$ cat config.mk
export PLATFORM = sky130hd
export DESIGN_NAME = alu_arbiter
export DESIGN_NICKNAME = d
export VERILOG_FILES = /design/src/rtl/alu_arbiter.sv
export SDC_FILE = /design/constraint.sdc
export NUM_CORES = 1
export LEC_CHECK = 0
export CAP_MARGIN = 0
export CORE_AREA = 5 5 130 119
export DETAILED_ROUTE_END_ITERATION = 10
export DIE_AREA = 0 0 135 124
export PLACE_DENSITY = 0.85
export SLEW_MARGIN = 20
export SYNTH_ARGS = -nofsm -noshare
export SYNTH_HDL_FRONTEND = slang
export SYNTH_SLANG_ARGS = --single-unit
$ cat constraint.sdc
create_clock -name clk -period 2.64 [get_ports clk]
set_input_delay 0.528 -clock clk [delete_from_list [all_inputs] [get_ports clk]]
set_output_delay 0.528 -clock clk [all_outputs]
set_load 0.01 [all_outputs]
$ cat src/rtl/alu_arbiter.sv
// Round-robin arbiter sharing one external combinational ALU between two requesters.
// Optional opcode check is enabled by defining ALU_ARB_OPCHK_EN.
module alu_arbiter #(
  parameter int DATA_WIDTH = 32
) (
  input  logic                  clk,
  input  logic                  rst_n,
  input  logic                  req0_valid,
  output logic                  req0_ready,
  input  logic [DATA_WIDTH-1:0] req0_a,
  input  logic [DATA_WIDTH-1:0] req0_b,
  input  logic [2:0]            req0_op,
  input  logic                  req1_valid,
  output logic                  req1_ready,
  input  logic [DATA_WIDTH-1:0] req1_a,
  input  logic [DATA_WIDTH-1:0] req1_b,
  input  logic [2:0]            req1_op,
  output logic                  resp0_valid,
  input  logic                  resp0_ready,
  output logic [DATA_WIDTH-1:0] resp0_result,
  output logic [2:0]            resp0_flags,
  output logic                  resp0_err,
  output logic                  resp1_valid,
  input  logic                  resp1_ready,
  output logic [DATA_WIDTH-1:0] resp1_result,
  output logic [2:0]            resp1_flags,
  output logic                  resp1_err,
  output logic [DATA_WIDTH-1:0] alu_a,
  output logic [DATA_WIDTH-1:0] alu_b,
  output logic [2:0]            alu_op,
  input  logic [DATA_WIDTH-1:0] alu_result,
  input  logic                  alu_overflow,
  input  logic                  alu_carryout,
  input  logic                  alu_zero,
  output logic [1:0]            dbg_state
);

  // Handshake: a transfer happens on a rising edge where valid & ready are both high;
  // valid never waits on ready, and ready may depend combinationally on valid.

  typedef enum logic [1:0] {
    IDLE  = 2'd0,
    ISSUE = 2'd1,
    RESP  = 2'd2
  } state_e;

  state_e                state_q, state_d;
  logic                  last_q, last_d;
  logic                  owner_q, owner_d;
  logic [DATA_WIDTH-1:0] alu_a_q, alu_a_d;
  logic [DATA_WIDTH-1:0] alu_b_q, alu_b_d;
  logic [2:0]            alu_op_q, alu_op_d;
  logic [DATA_WIDTH-1:0] res_q, res_d;
  logic [2:0]            flags_q, flags_d;
  logic                  err_q, err_d;

  logic                  any_valid;
  logic                  grant_id;
  logic                  accept;
  logic                  illegal_op;
  logic [DATA_WIDTH-1:0] sel_a, sel_b;
  logic [2:0]            sel_op;

  // Grant: a lone requester always wins; on a tie the one that was not served last wins.
  always_comb begin
    any_valid = req0_valid | req1_valid;
    if (req0_valid & req1_valid) grant_id = ~last_q;
    else                         grant_id = req1_valid;
    accept = (state_q == IDLE) & any_valid;
    sel_a  = grant_id ? req1_a  : req0_a;
    sel_b  = grant_id ? req1_b  : req0_b;
    sel_op = grant_id ? req1_op : req0_op;
`ifdef ALU_ARB_OPCHK_EN
    illegal_op = (sel_op == 3'b011) | (sel_op == 3'b100) | (sel_op == 3'b101);
`else
    illegal_op = 1'b0;
`endif
  end

  always_ff @(posedge clk or negedge rst_n) begin
    if (!rst_n) begin
      state_q  <= IDLE;
      last_q   <= 1'b1;
      owner_q  <= 1'b0;
      alu_a_q  <= '0;
      alu_b_q  <= '0;
      alu_op_q <= 3'b000;
      res_q    <= '0;
      flags_q  <= 3'b000;
      err_q    <= 1'b0;
    end else begin
      state_q  <= state_d;
      last_q   <= last_d;
      owner_q  <= owner_d;
      alu_a_q  <= alu_a_d;
      alu_b_q  <= alu_b_d;
      alu_op_q <= alu_op_d;
      res_q    <= res_d;
      flags_q  <= flags_d;
      err_q    <= err_d;
    end
  end

  always_comb begin
    state_d  = state_q;
    last_d   = last_q;
    owner_d  = owner_q;
    alu_a_d  = alu_a_q;
    alu_b_d  = alu_b_q;
    alu_op_d = alu_op_q;
    res_d    = res_q;
    flags_d  = flags_q;
    err_d    = err_q;
    case (state_q)
      IDLE: begin
        if (accept) begin
          owner_d = grant_id;
          last_d  = grant_id;
          if (illegal_op) begin
            // Rejected opcodes never reach the ALU; answer straight away.
            state_d = RESP;
            res_d   = '0;
            flags_d = 3'b000;
            err_d   = 1'b1;
          end else begin
            state_d  = ISSUE;
            alu_a_d  = sel_a;
            alu_b_d  = sel_b;
            alu_op_d = sel_op;
          end
        end
      end
      ISSUE: begin
        res_d   = alu_result;
        flags_d = {alu_overflow, alu_carryout, alu_zero};
        err_d   = 1'b0;
        state_d = RESP;
      end
      RESP: begin
        if (owner_q ? resp1_ready : resp0_ready) state_d = IDLE;
      end
      default: state_d = IDLE;
    endcase
  end

  always_comb begin
    req0_ready   = rst_n & accept & ~grant_id;
    req1_ready   = rst_n & accept &  grant_id;
    resp0_valid  = (state_q == RESP) & ~owner_q;
    resp1_valid  = (state_q == RESP) &  owner_q;
    resp0_result = resp0_valid ? res_q   : '0;
    resp0_flags  = resp0_valid ? flags_q : 3'b000;
    resp0_err    = resp0_valid & err_q;
    resp1_result = resp1_valid ? res_q   : '0;
    resp1_flags  = resp1_valid ? flags_q : 3'b000;
    resp1_err    = resp1_valid & err_q;
    alu_a        = alu_a_q;
    alu_b        = alu_b_q;
    alu_op       = alu_op_q;
    dbg_state    = state_q;
  end

endmodule
==> impl_summary.log <==
[metrics] overflow left after global routing: 0
[metrics] Max Freq: 0.387 GHz
[metrics] CTS Root Cell: sky130_fd_sc_hd__clkbuf_16
[metrics] synthesized area per cell: 15.1 µm²
[metrics] 1st-pass router iterations: 4
[metrics] cells along the critical path: clkdlybuf4s50_1 -> a21bo_4 -> buf_4 -> and3_1 -> clkdlybuf4s50_1
[metrics] share of synthesized area occupied by flip-flops and latches: 0.453
[metrics] number of violations of the max-capacitance limit: 0
[metrics] sequential share of power: 0.320
[metrics] worst-case setup margin in the final layout: approximately 0.056 ns
[metrics] total number of nets in the final design: a little under 900
[metrics] largest net degree at the start of global routing: 70
[metrics] Max VDD drop: 0.515 mV
[metrics] Vias: around 4200
[metrics] number of clock sinks seen by CTS: 106
[metrics] number of top-level design ports: 320
[metrics] P_leak: 4.19 nW
[metrics] die boundary height: 124 µm
[metrics] CP endpoint kind: output port
[metrics] HPWL after detailed placement: 13.0 mm
[metrics] net switching power: a little under 3 mW
[metrics] number of I/O port buffers: 317
[metrics] number of cells produced by synthesis: approximately 400
[metrics] Fin. Hold Viols: 0
[metrics] clock transition at the registers of the reported paths: 0.07 ns
[metrics] type of origin of the critical path: input port
[metrics] number of global-route vias before repair: 4568
[metrics] total chip power: 9.56 mW
[metrics] DR vias/cell: 4.72
[metrics] H-tree levels: 3
[metrics] FF-to-FF End: alu_a[5]
[metrics] width of the die: 135 µm
[metrics] full die area: 0.0167 mm²
[metrics] kind of critical path: input port to output port
[metrics] non-filler cells in the finished layout: 899
[metrics] number of buffers created by CTS: 9
[metrics] post-layout min period: 2.58 ns
[metrics] combined buffer and inverter count along the critical path: 3
[metrics] class of the tightest hold or removal check: input port to asynchronous set/reset pin
[metrics] final core occ: 0.683
[metrics] part of the power in combinational logic: 0.547
[metrics] total track usage: 0.186
[metrics] count of pins over their slew limit: 0
[metrics] data arrival at the endpoint of the critical path: a little over 2 ns
[metrics] Required @ worst endpoint: 2.11 ns
[metrics] global-route wire length before repair: 24.3 mm
[metrics] internal power: 6.58 mW
[metrics] number of warnings reported in the yosys synthesis log: 0
[metrics] insertion delay to the later sink of the worst-skew pair: 0.34 ns
[metrics] antenna viol nets, final: 0
[metrics] number of fill cells: 944
[metrics] CTS tree: built
[metrics] run status: finished clean
[metrics] Layout area overhead: 62.2%
[metrics] Yosys reg bits: 106
[metrics] delay of the slowest cell on the worst path: 0.51 ns
[metrics] worst slew margin relative to its limit: 0.530
[metrics] Post-Route Skew: about 0.011 ns
[metrics] setup slack of the worst register-to-register path: 0.65 ns
[metrics] cell seen most often among critical-path stages: sky130_fd_sc_hd__clkdlybuf4s50_1
[metrics] power density relative to cell area: about 1000 mW/mm²
[metrics] routed wire length: 16.6 mm
[metrics] Critical-path top delay cell: sky130_fd_sc_hd__clkdlybuf4s50_1
[metrics] GP Congestion: 0.751
[metrics] worst hold slack: 0.325 ns
[metrics] Core Region: 0.0139 mm²
[metrics] final setup violation count: 0
[metrics] number of design-rule violations left by the first detailed-router iteration: ~140
[metrics] largest buffer count on any clock path: 2
[metrics] starting density of the core: 0.421
[metrics] final routed DRC violation total: 0
[metrics] transition time at the pin with the least slew margin: 0.705 ns
[metrics] Switching Fraction: 0.311
[metrics] antenna violations before repair: 0
[metrics] number of distinct library cells after synthesis: 24
[metrics] number of placed instances, taps included: 883
[metrics] R2R Path Start: last_q
[metrics] per-cell routed wire length: 18.5 µm
[metrics] fraction of layout instances using a drive strength above 1: 0.290
[metrics] cell family contributing the most delay on the critical path: buffers and inverters
[metrics] Final Cycle Share: 0.979
[metrics] mapped cell area: 0.00586 mm²
[metrics] num rows: 41
[metrics] path depth of the worst reg2reg path: 5
[metrics] Clk network pwr share: 0.133
[metrics] CTS Hold Buffers Added: 0
[metrics] count of inserted antenna diode cells: 0
[metrics] worst slack after detailed placement: -0.0638 ns
[metrics] Critical Path Fanout Max: 2
[metrics] RSZ-0062 raised after global routing: false
## per-layer routing
| metal | track usage | vias to the layer above | routed length, µm |
|---|---|---|---|
| li1 | - | 1965 | - |
| met4 | 0.0497 | 0 | 250 |
| met5 | 0 | - | 0 |
| met3 | 0.0610 | 17 | 1400 |
| met1 | 0.207 | 2063 | 6310 |
| met2 | 0.342 | 198 | 8670 |
## Yosys cell counts, drive strengths merged
cell | number | area, µm²
a21oi | 1 | 5.00
nand2b | 1 | 6.26
o21a | 1 | 7.51
o21bai | 1 | 7.51
nor4b | 1 | 8.76
conb | 1 | 3.75
o32ai | 1 | 8.76
nor2b | 1 | 6.26
nor2 | 3 | 11.3
buf | 22 | 236
and2 | 70 | 438
clkbuf | 6 | 22.5
dfrtp | 105 | 2630
a31oi | 1 | 6.26
dfstp | 1 | 26.3
inv | 1 | 3.75
a21bo | 1 | 10.0
and3 | 1 | 6.26
mux2 | 170 | 2420
## what timing repair did
| action | 4_1_cts | 5_1_grt |
|---|---|---|
| gates cloned | 0 | 2 |
| endpoints found under the setup margin | 36 | 70 |
| buffers inserted | 0 | 0 |
| resized for setup | 2 | 13 |
## final cells by class
cell class              count  area (µm²)  area share
repair buffers            330        3330       0.351
multi-input cells         255        2990       0.315
flip-flops and latches    106        2660       0.280
well taps                 193         241      0.0254
clock buffers              11         233      0.0245
clock inverters             3        42.5     0.00448
inverters                   1        3.75    0.000395
## through the flow
stage          cell area [µm²]  TNS, ns
3_3_place_gp              9160  -0.0758
5_1_grt                   9500        0
3_5_place_dp              9160  -0.0638
4_1_cts                   9440   -0.296
6_report                  9500        0
2_1_floorplan             5860        0
## state kept, by name, indices dropped and copies added, names as in the netlist
register / count
alu_op: 3
dbg_state: 2
alu_b: 32
last_q: 1
flags_q: 3
alu_a: 32
res_q: 32
owner_q: 1
## how the worst max path moves through the flow
stage / startpoint / endpoint / cells past startpoint / slack, ns
2_1_floorplan: req1_valid / req1_ready / 4 / 0.62
3_3_place_gp: req1_valid / req1_ready / 4 / -0.08
5_1_grt: req0_valid / req0_ready / 5 / 0.02
3_5_place_dp: req1_valid / req1_ready / 4 / -0.06
4_1_cts: dbg_state[0] / resp1_flags[0] / 5 / -0.04
6_report: req1_valid / req0_ready / 5 / 0.06
## power groups by stage
stage | Clock [mW] | Sequential, mW | Combinational (mW)
after detailed placement | 0 | 3.05 | 5.22
after global routing | 1.38 | 3.17 | 5.52
final | 1.28 | 3.06 | 5.23
after CTS | 1.31 | 3.04 | 5.23
after floorplan | 0 | 3.17 | 2.71
after global placement | 0 | 3.00 | 5.10
## kinds of logic (layout without fill, tap and decap cells)
group                  after synthesis  after routing  synth area share
multiplexers                       170            170             0.413
flip-flops                         106            106             0.453
AND/OR/NAND/NOR                     77             77            0.0814
buffers and inverters               29            345            0.0448
AO/OA/AOI/OAI                        6              6           0.00769
other                                1              2          0.000640
## cell usage in the layout, fill, tap and decap left out
cell type / instances
sky130_fd_sc_hd__inv_1: 1
sky130_fd_sc_hd__clkbuf_1: 2
sky130_fd_sc_hd__bufinv_16: 1
sky130_fd_sc_hd__dfrtp_1: 103
sky130_fd_sc_hd__nor2b_4: 1
sky130_fd_sc_hd__clkbuf_16: 10
sky130_fd_sc_hd__nand2b_4: 1
sky130_fd_sc_hd__nor2_1: 1
sky130_fd_sc_hd__buf_4: 8
sky130_fd_sc_hd__dlymetal6s2s_1: 2
sky130_fd_sc_hd__buf_12: 3
sky130_fd_sc_hd__a21oi_1: 1
sky130_fd_sc_hd__and3_1: 1
sky130_fd_sc_hd__o21a_4: 1
sky130_fd_sc_hd__o21bai_1: 1
sky130_fd_sc_hd__mux2_4: 134
sky130_fd_sc_hd__dfstp_2: 1
sky130_fd_sc_hd__clkinv_2: 1
sky130_fd_sc_hd__conb_1: 2
sky130_fd_sc_hd__mux2_2: 36
sky130_fd_sc_hd__nor4b_1: 1
sky130_fd_sc_hd__dfrtp_2: 2
sky130_fd_sc_hd__o32ai_1: 1
sky130_fd_sc_hd__clkinvlp_4: 1
sky130_fd_sc_hd__buf_6: 2
sky130_fd_sc_hd__and2_1: 70
sky130_fd_sc_hd__a21bo_4: 1
sky130_fd_sc_hd__clkdlybuf4s50_1: 313
sky130_fd_sc_hd__a31oi_1: 1
sky130_fd_sc_hd__nor2_4: 2
sky130_fd_sc_hd__dlygate4sd2_1: 1
(Power assumes the default switching activity.)
